## src/rtl/div_pkg.sv

```systemverilog
// Shared types and constants for the sequential divider.
// Holds the FSM state enum and the default operand width.
package div_pkg;

    localparam int WIDTH_DEF = 8;

    typedef enum logic [1:0] {
        IDLE = 2'd0,
        BUSY = 2'd1,
        DONE = 2'd2
    } div_state_t;

endpackage

```

## src/rtl/div_step.sv

```systemverilog
// One restoring-division step, purely combinational.
// Ports: rem_in/quo_in current partial state, B divisor; rem_out/quo_out next state.
module div_step #(
    parameter int WIDTH = 8
) (
    input  logic [WIDTH-1:0] rem_in,
    input  logic [WIDTH-1:0] quo_in,
    input  logic [WIDTH-1:0] B,
    output logic [WIDTH-1:0] rem_out,
    output logic [WIDTH-1:0] quo_out
);

    // Shifted remainder needs WIDTH+1 bits: rem < B, so 2*rem+1 may
    // exceed WIDTH bits when B is close to the top of the range.
    logic [WIDTH:0] shifted;
    logic [WIDTH:0] diff;
    logic           ge;

    always_comb begin
        shifted = {rem_in, quo_in[WIDTH-1]};
        diff    = shifted - {1'b0, B};
        ge      = shifted >= {1'b0, B};
        rem_out = ge ? diff[WIDTH-1:0] : shifted[WIDTH-1:0];
        quo_out = {quo_in[WIDTH-2:0], ge};
    end

endmodule

```

## src/rtl/div8_seq.sv

```systemverilog
// Sequential unsigned restoring divider with valid/ready handshakes.
// Ports: in_valid/in_ready + A,B operands; out_valid/out_ready + Q,R,div0 result.
module div8_seq
    import div_pkg::*;
#(
    parameter int WIDTH = WIDTH_DEF
) (
    input  logic             clk,
    input  logic             rst_n,
    input  logic             in_valid,
    output logic             in_ready,
    input  logic [WIDTH-1:0] A,
    input  logic [WIDTH-1:0] B,
    output logic             out_valid,
    input  logic             out_ready,
    output logic [WIDTH-1:0] Q,
    output logic [WIDTH-1:0] R,
    output logic             div0
);

    localparam int CW = (WIDTH > 2) ? $clog2(WIDTH) : 1;

    div_state_t       state;
    div_state_t       state_nx;
    logic [WIDTH-1:0] rem_q;
    logic [WIDTH-1:0] quo_q;
    logic [WIDTH-1:0] b_q;
    logic [WIDTH-1:0] rem_nx;
    logic [WIDTH-1:0] quo_nx;
    logic [WIDTH-1:0] q_q;
    logic [WIDTH-1:0] r_q;
    logic             div0_q;
    logic [CW-1:0]    cnt_q;
    logic             accept;
    logic             last_step;

    div_step #(
        .WIDTH (WIDTH)
    ) u_step (
        .rem_in  (rem_q),
        .quo_in  (quo_q),
        .B       (b_q),
        .rem_out (rem_nx),
        .quo_out (quo_nx)
    );

    assign last_step = (cnt_q == CW'(WIDTH - 1));
    assign accept    = in_valid && in_ready;

    always_ff @(posedge clk or negedge rst_n) begin
        if (!rst_n) begin
            state <= IDLE;
        end else begin
            state <= state_nx;
        end
    end

    // Handshake outputs depend on state only, never on in_valid/out_ready.
    always_comb begin
        state_nx  = state;
        in_ready  = 1'b0;
        out_valid = 1'b0;
        unique case (state)
            IDLE: begin
                in_ready = 1'b1;
                if (in_valid) begin
                    state_nx = (B == '0) ? DONE : BUSY;
                end
            end
            BUSY: begin
                if (last_step) begin
                    state_nx = DONE;
                end
            end
            DONE: begin
                out_valid = 1'b1;
                if (out_ready) begin
                    state_nx = IDLE;
                end
            end
            default: state_nx = IDLE;
        endcase
    end

    // Result registers are separate from the working registers so
    // Q/R keep their last values while a new division is in flight.
    always_ff @(posedge clk or negedge rst_n) begin
        if (!rst_n) begin
            rem_q  <= '0;
            quo_q  <= '0;
            b_q    <= '0;
            q_q    <= '0;
            r_q    <= '0;
            div0_q <= 1'b0;
            cnt_q  <= '0;
        end else if (accept) begin
            b_q   <= B;
            cnt_q <= '0;
            if (B == '0) begin
                q_q    <= '1;
                r_q    <= A;
                div0_q <= 1'b1;
            end else begin
                rem_q <= '0;
                quo_q <= A;
            end
        end else if (state == BUSY) begin
            rem_q <= rem_nx;
            quo_q <= quo_nx;
            cnt_q <= cnt_q + CW'(1);
            if (last_step) begin
                q_q    <= quo_nx;
                r_q    <= rem_nx;
                div0_q <= 1'b0;
            end
        end
    end

    assign Q    = q_q;
    assign R    = r_q;
    assign div0 = div0_q;

endmodule

```

## config.mk

```make
export PLATFORM = sky130hd
export DESIGN_NAME = div8_seq
export DESIGN_NICKNAME = d
export VERILOG_FILES = /design/src/rtl/div_pkg.sv /design/src/rtl/div_step.sv /design/src/rtl/div8_seq.sv
export SDC_FILE = /design/constraint.sdc
export NUM_CORES = 1
export LEC_CHECK = 0
export BUFFER_PORTS_ARGS = -buffer_cell sky130_fd_sc_hd__buf_2
export CORE_AREA = 3 3 85 87
export CTS_CLUSTER_SIZE = 20
export DETAILED_ROUTE_END_ITERATION = 6
export DIE_AREA = 0 0 88 90
export PLACE_DENSITY_LB_ADDON = 0.05
export SLEW_MARGIN = 20
export SYNTH_ARGS = -nofsm -noshare
export SYNTH_HDL_FRONTEND = slang
export SYNTH_HIERARCHICAL = 1
export SYNTH_SLANG_ARGS = --single-unit
```

## constraint.sdc

```tcl
create_clock -name clk -period 4.5 [get_ports clk]
set_input_delay 0.9 -clock clk [delete_from_list [all_inputs] [get_ports clk]]
set_output_delay 0.9 -clock clk [all_outputs]
set_load 0.005 [all_outputs]
```

==> flow_summary.toml <==
[status]
status = "finished, final reports clean"

[placement]
pre_cts_slack_ns = 1.48
io_buffers = 38
gp_routability_congestion = 0.723
hpwl_mm = 4.08

[clock_tree]
cts_setup_buffers = 0
htreeDepth = 2
numCtsBuffers = 5
cts_tree = "done"
clockRootBuffer = "clkbuf_8"
ctsHoldBuffers = 0
clockBufferDepth = 2
cts_sinks = 46
clkLatencyLatePin_ns = 0.30
cts.clk_slew.worst_paths_ns = 0.09
cts_resized = 0

[logic_synthesis]
synthesis.area_um2 = 2600
synth-seq-cells = 46
synth_commonest_cells = "dfrtp_1, mux2_2, nand2_1, inv_1, o21ai_0"
synth_fa_ha_area_frac = 0.0558
syn_avg_cell_area_um2 = 11.0
yosys-mux-area-fraction = 0.169
synth_top_family_by_area = "multiplexers"
synthFlopType = "dfrtp_1"
syn-num-nets = 267
ys_async_sr_fraction = 1.00
synth_cells = 236
synth_compound_area_frac = 0.148
synth_xor_area_frac = 0.0101
synth_edf_count = 0
synth_area_leaders = "dfrtp_1, mux2_2, ha_1"
synth.yosys.warnings = 6
synth.most_common_cell = "dfrtp_1"
synth_simple_gate_area_frac = 0.105
synth_cell_types = 44
yosys.area.top_type = "dfrtp_1"
synth_seq_area_share = 0.443
synth_top_cell_area_share = 0.443

[pwr]
power_frac_seq = 0.291
powerDensity_nw_per_um2 = 855
p_sw_frac = 0.414
p_switching_w = 0.00102
comb_power_share = 0.591
clockPowerShare = 0.118
ir_drop_v = 0.000368
p_leak_nw = 1.28
p_int_w = 0.00145

[timing]
setup_violations = 0
setup_ws_ns = 1.78
grt_setup_unrepaired = "false"
final-hold-violation-count = 0
tightest_slew_ns = 0.791
finalMaxSlewViolations = 0
fin_skew_ns = 0.0114
period_needed_ns = 2.72
tns_ns = 0
fin_crit_sh = 0.605
fmax_ghz = 0.367
slew_headroom = 0.471

[grt]
grt_pass1_wl_mm = 9.29
grt_pass1_vias = 1812
antenna_found_initial = 0
grt-ovfl-total = 0
grt_max_degree = 42
gr-usage-all-layers = 0.149

[route]
drtIter0Drc = 75
wl_mm = 5.56
vias = 1763
drtPass1Iterations = 4
ant_nets = 0
avgRoutedWirePerCell_um = 16.3
via_per_inst = 5.15
drcViolationCount = 0

[floorplanning]
die_w_um = 88
dieHeight_um = 90
rows = 29
design.core.area_um2 = 6420
design.die.area_um2 = 7920
num_io_pins = 39
initial_core_util = 0.405

[final_layout]
area_growth_pct = 11.4
drive_gt1_frac = 0.317
fin_nets = 295
antenna_cells = 0
fill_cells = 621

[critical_path]
max_stage_delay_ns = 0.42
arrival_ns = 2.91
start_kind = "register"
cp_common_cell = "mux2_2"
path_cells = "inv_1 > ha_1 > or2b_1 > a21oi_2 > o21ai_2 > a41oi_4 > mux2_2 > mux2_2 > mux2_1"
crit_type = "register to register"
critPathSlowestCell = "a41oi_4"
rr_worst_depth = 9
required_ns = 4.68
worstPathMaxFanout = 8
end_kind = "register"

[job]
cap_violations = 0

[hold_path]
hold_class = "input pin to asynchronous set/reset pin"
placed cells by master (no fill, tap or decap), types with 4 or more instances in the layout:
cell,netlist,layout
mux2i_1,11,11
clkbuf_8,0,8
nand2_1,21,21
a21o_1,4,4
o22a_1,8,8
a21oi_1,11,11
dfrtp_1,46,46
buf_2,6,38
ha_1,10,10
nor3_1,11,11
inv_1,14,14
mux2_2,25,25
o21ai_0,13,13
power by group through the flow:
stage / combinational (W) / clock, W / sequential [W]
6_report: 0.00146 / 0.000292 / 0.000721
2_1_floorplan: 0.00123 / 0 / 0.000680
4_1_cts: 0.00147 / 0.000303 / 0.000724
3_5_place_dp: 0.00147 / 0 / 0.000734
5_1_grt: 0.00163 / 0.000320 / 0.000749
3_3_place_gp: 0.00147 / 0 / 0.000735
flip-flops by register name, indices dropped and copies added (netlist names):
register	cells
R	8
quo_q	8
state	2
cnt_q	3
Q	8
b_q	8
rem_q	8
div0	1
per-stage QoR:
stage          hold slack (ns)  cell area, um^2  instances  power, W   util
6_report                 0.412             2890        342   0.00247  0.451
5_1_grt                  0.398             2890        342   0.00270  0.451
4_1_cts                  0.405             2890        342   0.00250  0.451
3_5_place_dp             0.473             2780        334   0.00220  0.433
3_3_place_gp             0.470             2780        334   0.00220  0.433
2_1_floorplan            0.468             2600        236   0.00191      -
path summary, 6_finish.rpt:
check                      startpoint       end  slack, ns
setup / recovery             quo_q[7]      R[3]       1.78
hold / removal                  rst_n    b_q[0]       0.41
setup reg to reg             quo_q[7]      R[3]       1.78
hold reg to reg                  R[4]      R[4]       0.49
max in group asynchronous       rst_n  quo_q[6]       3.35
min in group clk                 R[4]      R[4]       0.49
kinds of logic after synthesis:
logic type,Yosys count
compound gates,52
xor+xnor,3
fa+ha+maj,11
buf+inv,34
flops,46
mux,40
simple gates,50
area by class of cell:
class                      count  area, um^2  area share
sequential                    46        1150       0.398
tap                           77        96.3      0.0333
clock buffer                   8         110      0.0380
timing repair buffer          41         213      0.0735
inverter                      14        52.6      0.0182
multi-input combinational    156        1270       0.439
per-layer routing:
layer | track usage | part of all wire | up-vias
met1 | 0.218 | 0.50 | 849
met5 | 0 | 0 | -
li1 | - | - | 884
met2 | 0.226 | 0.47 | 25
met3 | 0.0247 | 0.024 | 5
met4 | 0.0384 | 0.0086 | 0
worst max-delay path, delay by kind of cell (launching register included):
kind | cells | cell delay, ns
mux | 3 | 0.97
compound gates | 3 | 0.63
flops | 1 | 0.39
fa+ha+maj | 1 | 0.26
simple gates | 1 | 0.25
buf+inv | 1 | 0.10
Note: power is estimated with default switching activity, not from simulation.
